## src/rtl/apb_reg_responder.sv

```systemverilog
`default_nettype none
// ============================================================================
// Module   : apb_reg_responder
// Purpose  : APB completer with NUM_REGS read/write registers, a read-only ID
//            register and a read-only completed-transfer counter. It flags
//            requester protocol violations in a sticky bit.
// Ports    : clk, rstn             - bus clock, async active-low reset
//            paddr/pwdata/pwrite   - request address, write data, direction
//            psel/penable          - APB select / access-phase strobe
//            prdata/pready/pslverr - completion response
//            reg_q                 - flat RW register contents, reg i at [32*i+:32]
//            proto_err             - sticky protocol-violation flag
// Revision : 1.0 - initial release
// ============================================================================
module apb_reg_responder #(
  parameter int          NUM_REGS    = 8,
  parameter logic [31:0] BASE_ADDR   = 32'h0000_0000,
  parameter int          WAIT_STATES = 0,
  parameter logic [31:0] ID_VALUE    = 32'hA5B0_0001
) (
  input  logic                     clk,
  input  logic                     rstn,
  input  logic [31:0]              paddr,
  input  logic [31:0]              pwdata,
  input  logic                     pwrite,
  input  logic                     psel,
  input  logic                     penable,
  output logic [31:0]              prdata,
  output logic                     pready,
  output logic                     pslverr,
  output logic [32*NUM_REGS-1:0]   reg_q,
  output logic                     proto_err
);

  localparam int          IDX_W  = (NUM_REGS > 1) ? $clog2(NUM_REGS) : 1;
  localparam logic [3:0]  WAIT_C = 4'(WAIT_STATES);

  // Target kind of a decoded address
  localparam logic [1:0] K_RW  = 2'd0;
  localparam logic [1:0] K_ID  = 2'd1;
  localparam logic [1:0] K_CNT = 2'd2;
  localparam logic [1:0] K_BAD = 2'd3;

  typedef enum logic [0:0] {
    ST_IDLE   = 1'b0,
    ST_ACCESS = 1'b1
  } state_t;

  state_t            state, state_d;
  logic [3:0]        wcnt, wcnt_d;
  logic              capture, complete, proto_set;

  logic [31:0]       cap_addr;
  logic [31:0]       cap_wdata;
  logic              cap_write;
  logic              cap_err;
  logic [1:0]        cap_kind;
  logic [IDX_W-1:0]  cap_idx;

  logic [31:0]       xfer_cnt;
  logic              reg_we;

  // --------------------------------------------------------------------------
  // Address decode of the live bus (used only when a SETUP is captured)
  // --------------------------------------------------------------------------
  logic [31:0] off;
  logic [31:0] off_word;
  logic [1:0]  dec_kind;
  logic        dec_err;

  always_comb begin
    off      = paddr - BASE_ADDR;
    off_word = off >> 2;
    dec_kind = K_BAD;
    if (off_word < 32'(NUM_REGS)) begin
      dec_kind = K_RW;
    end else if (off_word == 32'(NUM_REGS)) begin
      dec_kind = K_ID;
    end else if (off_word == 32'(NUM_REGS + 1)) begin
      dec_kind = K_CNT;
    end
    // Below-base addresses wrap to huge offsets, but are rejected explicitly
    // so a wrapped offset can never alias a valid register.
    dec_err = (paddr[1:0] != 2'b00) || (paddr < BASE_ADDR) ||
              (dec_kind == K_BAD) || (pwrite && (dec_kind != K_RW));
  end

  // --------------------------------------------------------------------------
  // FSM: state register
  // --------------------------------------------------------------------------
  always_ff @(posedge clk or negedge rstn) begin
    if (!rstn) begin
      state <= ST_IDLE;
      wcnt  <= 4'd0;
    end else begin
      state <= state_d;
      wcnt  <= wcnt_d;
    end
  end

  // --------------------------------------------------------------------------
  // FSM: next state and control strobes
  // --------------------------------------------------------------------------
  always_comb begin
    state_d   = state;
    wcnt_d    = wcnt;
    capture   = 1'b0;
    complete  = 1'b0;
    proto_set = 1'b0;
    case (state)
      ST_IDLE: begin
        if (psel && !penable) begin
          capture = 1'b1;
          wcnt_d  = WAIT_C;
          state_d = ST_ACCESS;
        end else if (psel && penable) begin
          // Access phase without a preceding setup phase
          proto_set = 1'b1;
        end
      end
      ST_ACCESS: begin
        if (!psel || !penable) begin
          // Requester abandoned the transfer: nothing is committed
          proto_set = 1'b1;
          wcnt_d    = 4'd0;
          state_d   = ST_IDLE;
        end else begin
          if ((paddr != cap_addr) || (pwrite != cap_write) || (pwdata != cap_wdata)) begin
            proto_set = 1'b1;
          end
          if (wcnt != 4'd0) begin
            wcnt_d = wcnt - 4'd1;
          end else begin
            complete = 1'b1;
            state_d  = ST_IDLE;
          end
        end
      end
      default: begin
        state_d = ST_IDLE;
        wcnt_d  = 4'd0;
      end
    endcase
  end

  // --------------------------------------------------------------------------
  // Request capture (the captured copy is authoritative for the transfer)
  // --------------------------------------------------------------------------
  always_ff @(posedge clk or negedge rstn) begin
    if (!rstn) begin
      cap_addr  <= 32'd0;
      cap_wdata <= 32'd0;
      cap_write <= 1'b0;
      cap_err   <= 1'b0;
      cap_kind  <= K_RW;
      cap_idx   <= '0;
    end else if (capture) begin
      cap_addr  <= paddr;
      cap_wdata <= pwdata;
      cap_write <= pwrite;
      cap_err   <= dec_err;
      cap_kind  <= dec_kind;
      cap_idx   <= off_word[IDX_W-1:0];
    end
  end

  // --------------------------------------------------------------------------
  // Transfer counter and sticky protocol flag
  // --------------------------------------------------------------------------
  always_ff @(posedge clk or negedge rstn) begin
    if (!rstn) begin
      xfer_cnt  <= 32'd0;
      proto_err <= 1'b0;
    end else begin
      if (complete) begin
        xfer_cnt <= xfer_cnt + 32'd1;
      end
      if (proto_set) begin
        proto_err <= 1'b1;
      end
    end
  end

  // --------------------------------------------------------------------------
  // RW registers. Writes to non-RW targets are already flagged in cap_err,
  // so an error-free write always addresses a valid RW register.
  // --------------------------------------------------------------------------
  assign reg_we = complete && cap_write && !cap_err;

  for (genvar i = 0; i < NUM_REGS; i++) begin : g_reg
    logic [31:0] q;
    always_ff @(posedge clk or negedge rstn) begin
      if (!rstn) begin
        q <= 32'd0;
      end else if (reg_we && (cap_idx == IDX_W'(i))) begin
        q <= cap_wdata;
      end
    end
    assign reg_q[32*i +: 32] = q;
  end

  // --------------------------------------------------------------------------
  // Response, decoded from flops only
  // --------------------------------------------------------------------------
  assign pready  = (state == ST_ACCESS) && (wcnt == 4'd0);
  assign pslverr = pready && cap_err;

  // xfer_cnt increments on the completion edge, so a counter read sees the
  // value before this transfer is counted.
  always_comb begin
    prdata = 32'd0;
    if (pready && !cap_write && !cap_err) begin
      case (cap_kind)
        K_RW:    prdata = reg_q[{cap_idx, 5'b00000} +: 32];
        K_ID:    prdata = ID_VALUE;
        K_CNT:   prdata = xfer_cnt;
        default: prdata = 32'd0;
      endcase
    end
  end

endmodule
`default_nettype wire

```

## config.mk

```make
export PLATFORM = sky130hd
export DESIGN_NAME = apb_reg_responder
export DESIGN_NICKNAME = d
export VERILOG_FILES = /design/src/rtl/apb_reg_responder.sv
export SDC_FILE = /design/constraint.sdc
export NUM_CORES = 1
export LEC_CHECK = 0
export BUFFER_PORTS_ARGS = -buffer_cell sky130_fd_sc_hd__buf_2
export CAP_MARGIN = 20
export CORE_MARGIN = 2
export CORE_UTILIZATION = 25
export CTS_CLUSTER_SIZE = 30
export DETAILED_ROUTE_END_ITERATION = 8
export SETUP_SLACK_MARGIN = 0.2
export SYNTH_ARGS = -nofsm -noshare
export SYNTH_HDL_FRONTEND = slang
export SYNTH_SLANG_ARGS = --single-unit
```

## constraint.sdc

```tcl
create_clock -name clk -period 5.73 [get_ports clk]
set_input_delay 0.573 -clock clk [delete_from_list [all_inputs] [get_ports clk]]
set_output_delay 0.573 -clock clk [all_outputs]
set_load 0.05 [all_outputs]
```

======== Word level (Yosys, flattened, before mapping) ========
Cells that the tools add are included.
word-level totals
  bits in registers ....................... 365
  bits of input ports ..................... 69
  output and inout port bits .............. 291
  word-level logic and storage cells ...... 97
cells by class
  add/subtract/negate cells ............... 2
  magnitude comparators ................... 2
  equal/unequal tests ..................... 17
  shift-type cells ........................ 1
  multiplexer cells ....................... 22
  bitwise operators ....................... 1
  reductions and logical operators ........ 34
operators with widths
  cell                                                          count
  variable part select 256 x 9 -> 32 bit                        1
  case mux 32 bit (3 select lines)                              1
  != test 32 bit                                                2
  == test 30 x 4 -> 1 bit (second input constant)               2
  adder 32 x 1 -> 32 bit (second input constant)                1
  less-than comparator 32 x 1 -> 1 bit (second input constant)  1
  two-way mux 32 bit                                            1
  less-than comparator 30 x 4 -> 1 bit (second input constant)  1
  logical AND 1 bit                                             17
  == test 3 bit (second input constant)                         4
  two-way mux 1 bit                                             12
  two-way mux 4 bit                                             3
  case mux 4 bit (2 select lines)                               1
  == test 3 x 2 -> 1 bit (second input constant)                2
  logical OR 1 bit                                              6
  == test 2 bit (second input constant)                         2
  zero test 1 bit                                               4
  zero test 4 bit                                               1
  two-way mux 2 bit                                             2
  case mux 1 bit (2 select lines)                               2
  nonzero test 2 bit                                            2
  nonzero test 4 bit                                            1
  subtractor 4 x 1 -> 4 bit (second input constant)             1
  == test 3 x 1 -> 1 bit (second input constant)                1
  8 further kinds                                               8

======== Logic depth before layout (Yosys ltp) ========
  depth after elaboration ................. 7
  gate-level depth with buffers ........... 9
  mapped depth without buffers ............ 7

======== Worst setup path before layout ========
No wires, ideal clock.
  path kind ............................... reg2out
  start ................................... register wcnt[0]
  end ..................................... output prdata[30]
  data arrival time ....................... 3.013 ns
  data required time ...................... 5.157 ns
  setup slack ............................. 2.144 ns
  cell stages (with the launch flop) ...... 10
  path buffers ............................ 3
  cell sequence ........................... dfrtp_1 > inv_1 > ha_1 > nand4bb_4 > or3_1 > buf_2 > or2_1 > clkbuf_1 > buf_2 > a211oi_1
between the ends
  word-level cells in the longest chain between the ends .. 5
RTL lines
  item                            RTL line  RTL
  start: declaration              50        logic [3:0] wcnt, wcnt_d;
  start signal: assignment        97        wcnt <= wcnt_d;
  zero test 4 bit                 205       assign pready = (state == ST_ACCESS) && (wcnt == 4'd0);
  logical AND 1 bit               205
  logical AND 1 bit (2 in a row)  212       if (pready && !cap_write && !cap_err) begin
  two-way mux 32 bit              212
  end: declaration                28        output logic [31:0] prdata,
No other way between the ends.

======== Worst setup path in the final report ========
  start ................................... register wcnt[0]
  end ..................................... output prdata[9]
Same word-level chain as after synthesis.

==> run summary <==
worst reg2reg startpoint -> cap_addr[4]
Routed wire per std cell -> 24.2 um
Synth Area in Adders -> 0.00220
Die Wd -> 265 um
setup TNS -> 0 ps
count leader, synth -> dfrtp_1
global route total overflow -> 0
ys flop type -> dfrtp_1
Syn Inst Count -> 1,349
die area -> 0.0704 mm2
Port Buffers -> 359
R2R setup slack -> 2310 ps
Syn Nets -> 1,421
Post-Route WL -> 62.5 mm
maximum capacitance violations -> 0
share of cells above drive strength 1 -> 0.464
HP Class -> primary input to flip-flop
Post-Place Setup Slack -> 1600 ps
Rel. slew slack -> 0.191
worst hold margin -> 223 ps
Area growth syn-to-layout -> 24.6%
largest area contributor in the netlist -> dfrtp_1
# DRC -> 0
Cell Rows -> 95
Detail Route Antenna Nets -> 0
status -> finished clean
setup violators final -> 0
clk sink count -> 362
post-synth cell types -> 47
DPL Wire Length -> 45.2 mm
first-pass GRT wire length -> 90.6 mm
Worst-path clk slew -> 60 ps
setup bufs post-CTS -> 0
Max H-tree Level -> 2
number of global-route vias before repair -> 12.9k
fin. max-slew vios -> 0
Worst setup EP type -> primary output
part of the cycle the worst path needs -> 0.828
placed cell count -> 2,498
worst setup margin -> 986 ps
Hold Path End -> cap_wdata[8]
CP Class -> flip-flop to primary output
initial antenna violation count -> 6
initial DRC count -> 730
Synth top area share -> 0.531
hold path start -> pwdata[8]
final core occ -> 0.316
reg2reg path depth -> 5
top cells by area, synth -> dfrtp_1 (53%), mux2_2 (17%), mux4_2 (8.4%)
Clock Path Buffers -> 3
hold buffer count at cts -> 1
largest net degree at the start of global routing -> 108
Initial Util -> 0.253
critical path peak fanout -> 24
Post-Route Skew -> 11.0 ps
share of synthesized registers carrying an async set or reset -> 1.00
worst r2r dst -> g_reg[6].q[2]
DR pass1 iterations -> 5
largest family of logic cells by synthesized area -> multiplexers
gpl congestion -> 0.830
synth cell count leaders -> dfrtp_1 (362), mux2_2 (255), nand2_1 (214)
post-synthesis average cell area -> 12.7 um2
fraction of the mapped netlist area in simple logic gates -> 0.0989
Power Density -> 313 mW/mm2
final net count -> 1,747
RSZ-0062 raised after global routing -> no
Tot GR Track Use -> 0.176
post-CTS sizing -> 0
Via Count -> 12.3k
I/O pins -> 360
non-filler cells, final -> 2,585
f_max -> 0.211 GHz
fraction of synthesized area in multiplexers -> 0.270
CTS Root Cell -> clkbuf_16
Post-Synthesis Cell Area -> 0.0171 mm2
fillers -> 6,750
CP Launch Type -> flip-flop
Core Area -> 0.0674 mm2
Die Ht -> 265 um
Critical Path RT -> 5160 ps
compound-cell area share of the yosys netlist -> 0.0190
Post-synth EDFFs -> 0
Hold Path Depth -> 3
CTS tree -> yes
Data arrival, critical path -> 4170 ps
P_leak -> 10.9 nW
register bit total from synthesis -> 362
register area share after synthesis -> 0.531
xor/xnor cell area share of the yosys netlist -> 0.0492
yosys synthesis warning count -> 0
worst slew pin tran -> 1200 ps
worst vdd ir -> 0.197 mV
fin crit period -> 4740 ps
via/cell ratio -> 4.75
endpoints failing hold -> 0
worst-skew pair later-pin latency -> 570 ps
TritonCTS Buffers -> 46
==> report_power, final <==
part / switching (W) / internal [W]
Combinational: 0.000547 / 0.000292
Clock: 0.00120 / 0.00165
Sequential: 0.000283 / 0.00269
Total: 0.00203 / 0.00463
==> kinds of logic (layout without fill, tap and decap cells) <==
kind of cell             Yosys count  in the layout
other                              0              3
XOR/XNOR                          96             96
AO/OA/AOI/OAI                     51             51
adder cells (fa/ha/maj)            3              3
multiplexers                     348            348
AND/OR/NAND/NOR                  371            371
buffers and inverters            118            478
flip-flops                       362            362
==> layout make-up <==
class / instances / area (um2) / share of cell area
antenna: 3 / 7.51 / 0.000353
clock buffer: 62 / 1340 / 0.0628
clock inverter: 20 / 144 / 0.00677
inverter: 14 / 52.6 / 0.00247
multi-input combinational: 869 / 7530 / 0.354
sequential: 362 / 9070 / 0.426
tap: 873 / 1090 / 0.0514
timing repair buffer: 382 / 2030 / 0.0955
==> how the worst max path moves through the flow <==
stage	end	slack, ps	cells after the start	from
CTS	prdata[9]	990	7	wcnt[0]
finish	prdata[9]	990	7	wcnt[0]
global placement	prdata[9]	1680	7	wcnt[0]
global route	prdata[9]	860	7	wcnt[0]
detailed placement	prdata[9]	1600	7	wcnt[0]
floorplan	prdata[30]	2140	9	wcnt[0]
==> stage by stage <==
step           instance area, um2  power [W]
6_report                    21300    0.00665
5_1_grt                     21300    0.00695
4_1_cts                     21200    0.00677
3_5_place_dp                19800    0.00388
3_3_place_gp                19800    0.00386
2_1_floorplan               17100    0.00347
==> worst max-delay path: stages (launching register included) <==
cell and delay (ps):
dfrtp_1 400, inv_1 90, ha_1 250, nand4bb_4 240, or3_1 670, or2_1 730
a211oi_1 820, buf_2 390
==> placed cells by master (no fill, tap or decap), types with 3 or more instances in the layout <==
cell type	n
buf_4	18
mux2_2	255
nor2_1	60
ha_1	3
nor3_1	9
or3_1	3
nand3_1	11
o21ai_0	7
inv_1	14
inv_6	4
nand2b_1	9
clkinv_2	7
a211oi_1	10
xor2_1	72
a221oi_1	8
mux4_2	64
nand2_1	213
buf_2	358
clkbuf_16	49
a21oi_1	21
clkinvlp_4	6
nor2b_1	6
clkbuf_1	7
buf_12	4
clkbuf_8	6
nor4_1	23
dfrtp_1	358
mux2i_1	27
xnor2_1	24
diode_2	3
nand4_1	14
==> registers in the layout, summed over array words and instances (netlist names) <==
signal     count
state          1
cap_wdata     32
cap_kind       2
g.q          256
xfer_cnt      32
proto_err      1
cap_write      1
cap_err        1
cap_addr      32
wcnt           4
==> routing by layer <==
layer  track usage  up-vias  share of wire
met2         0.294      382           0.48
met3        0.0412       98          0.062
met4        0.0644        4          0.033
met5             0        -        0.00043
li1              -     5399              -
met1         0.223     6398           0.42
Power figures use the tool's default switching activity.
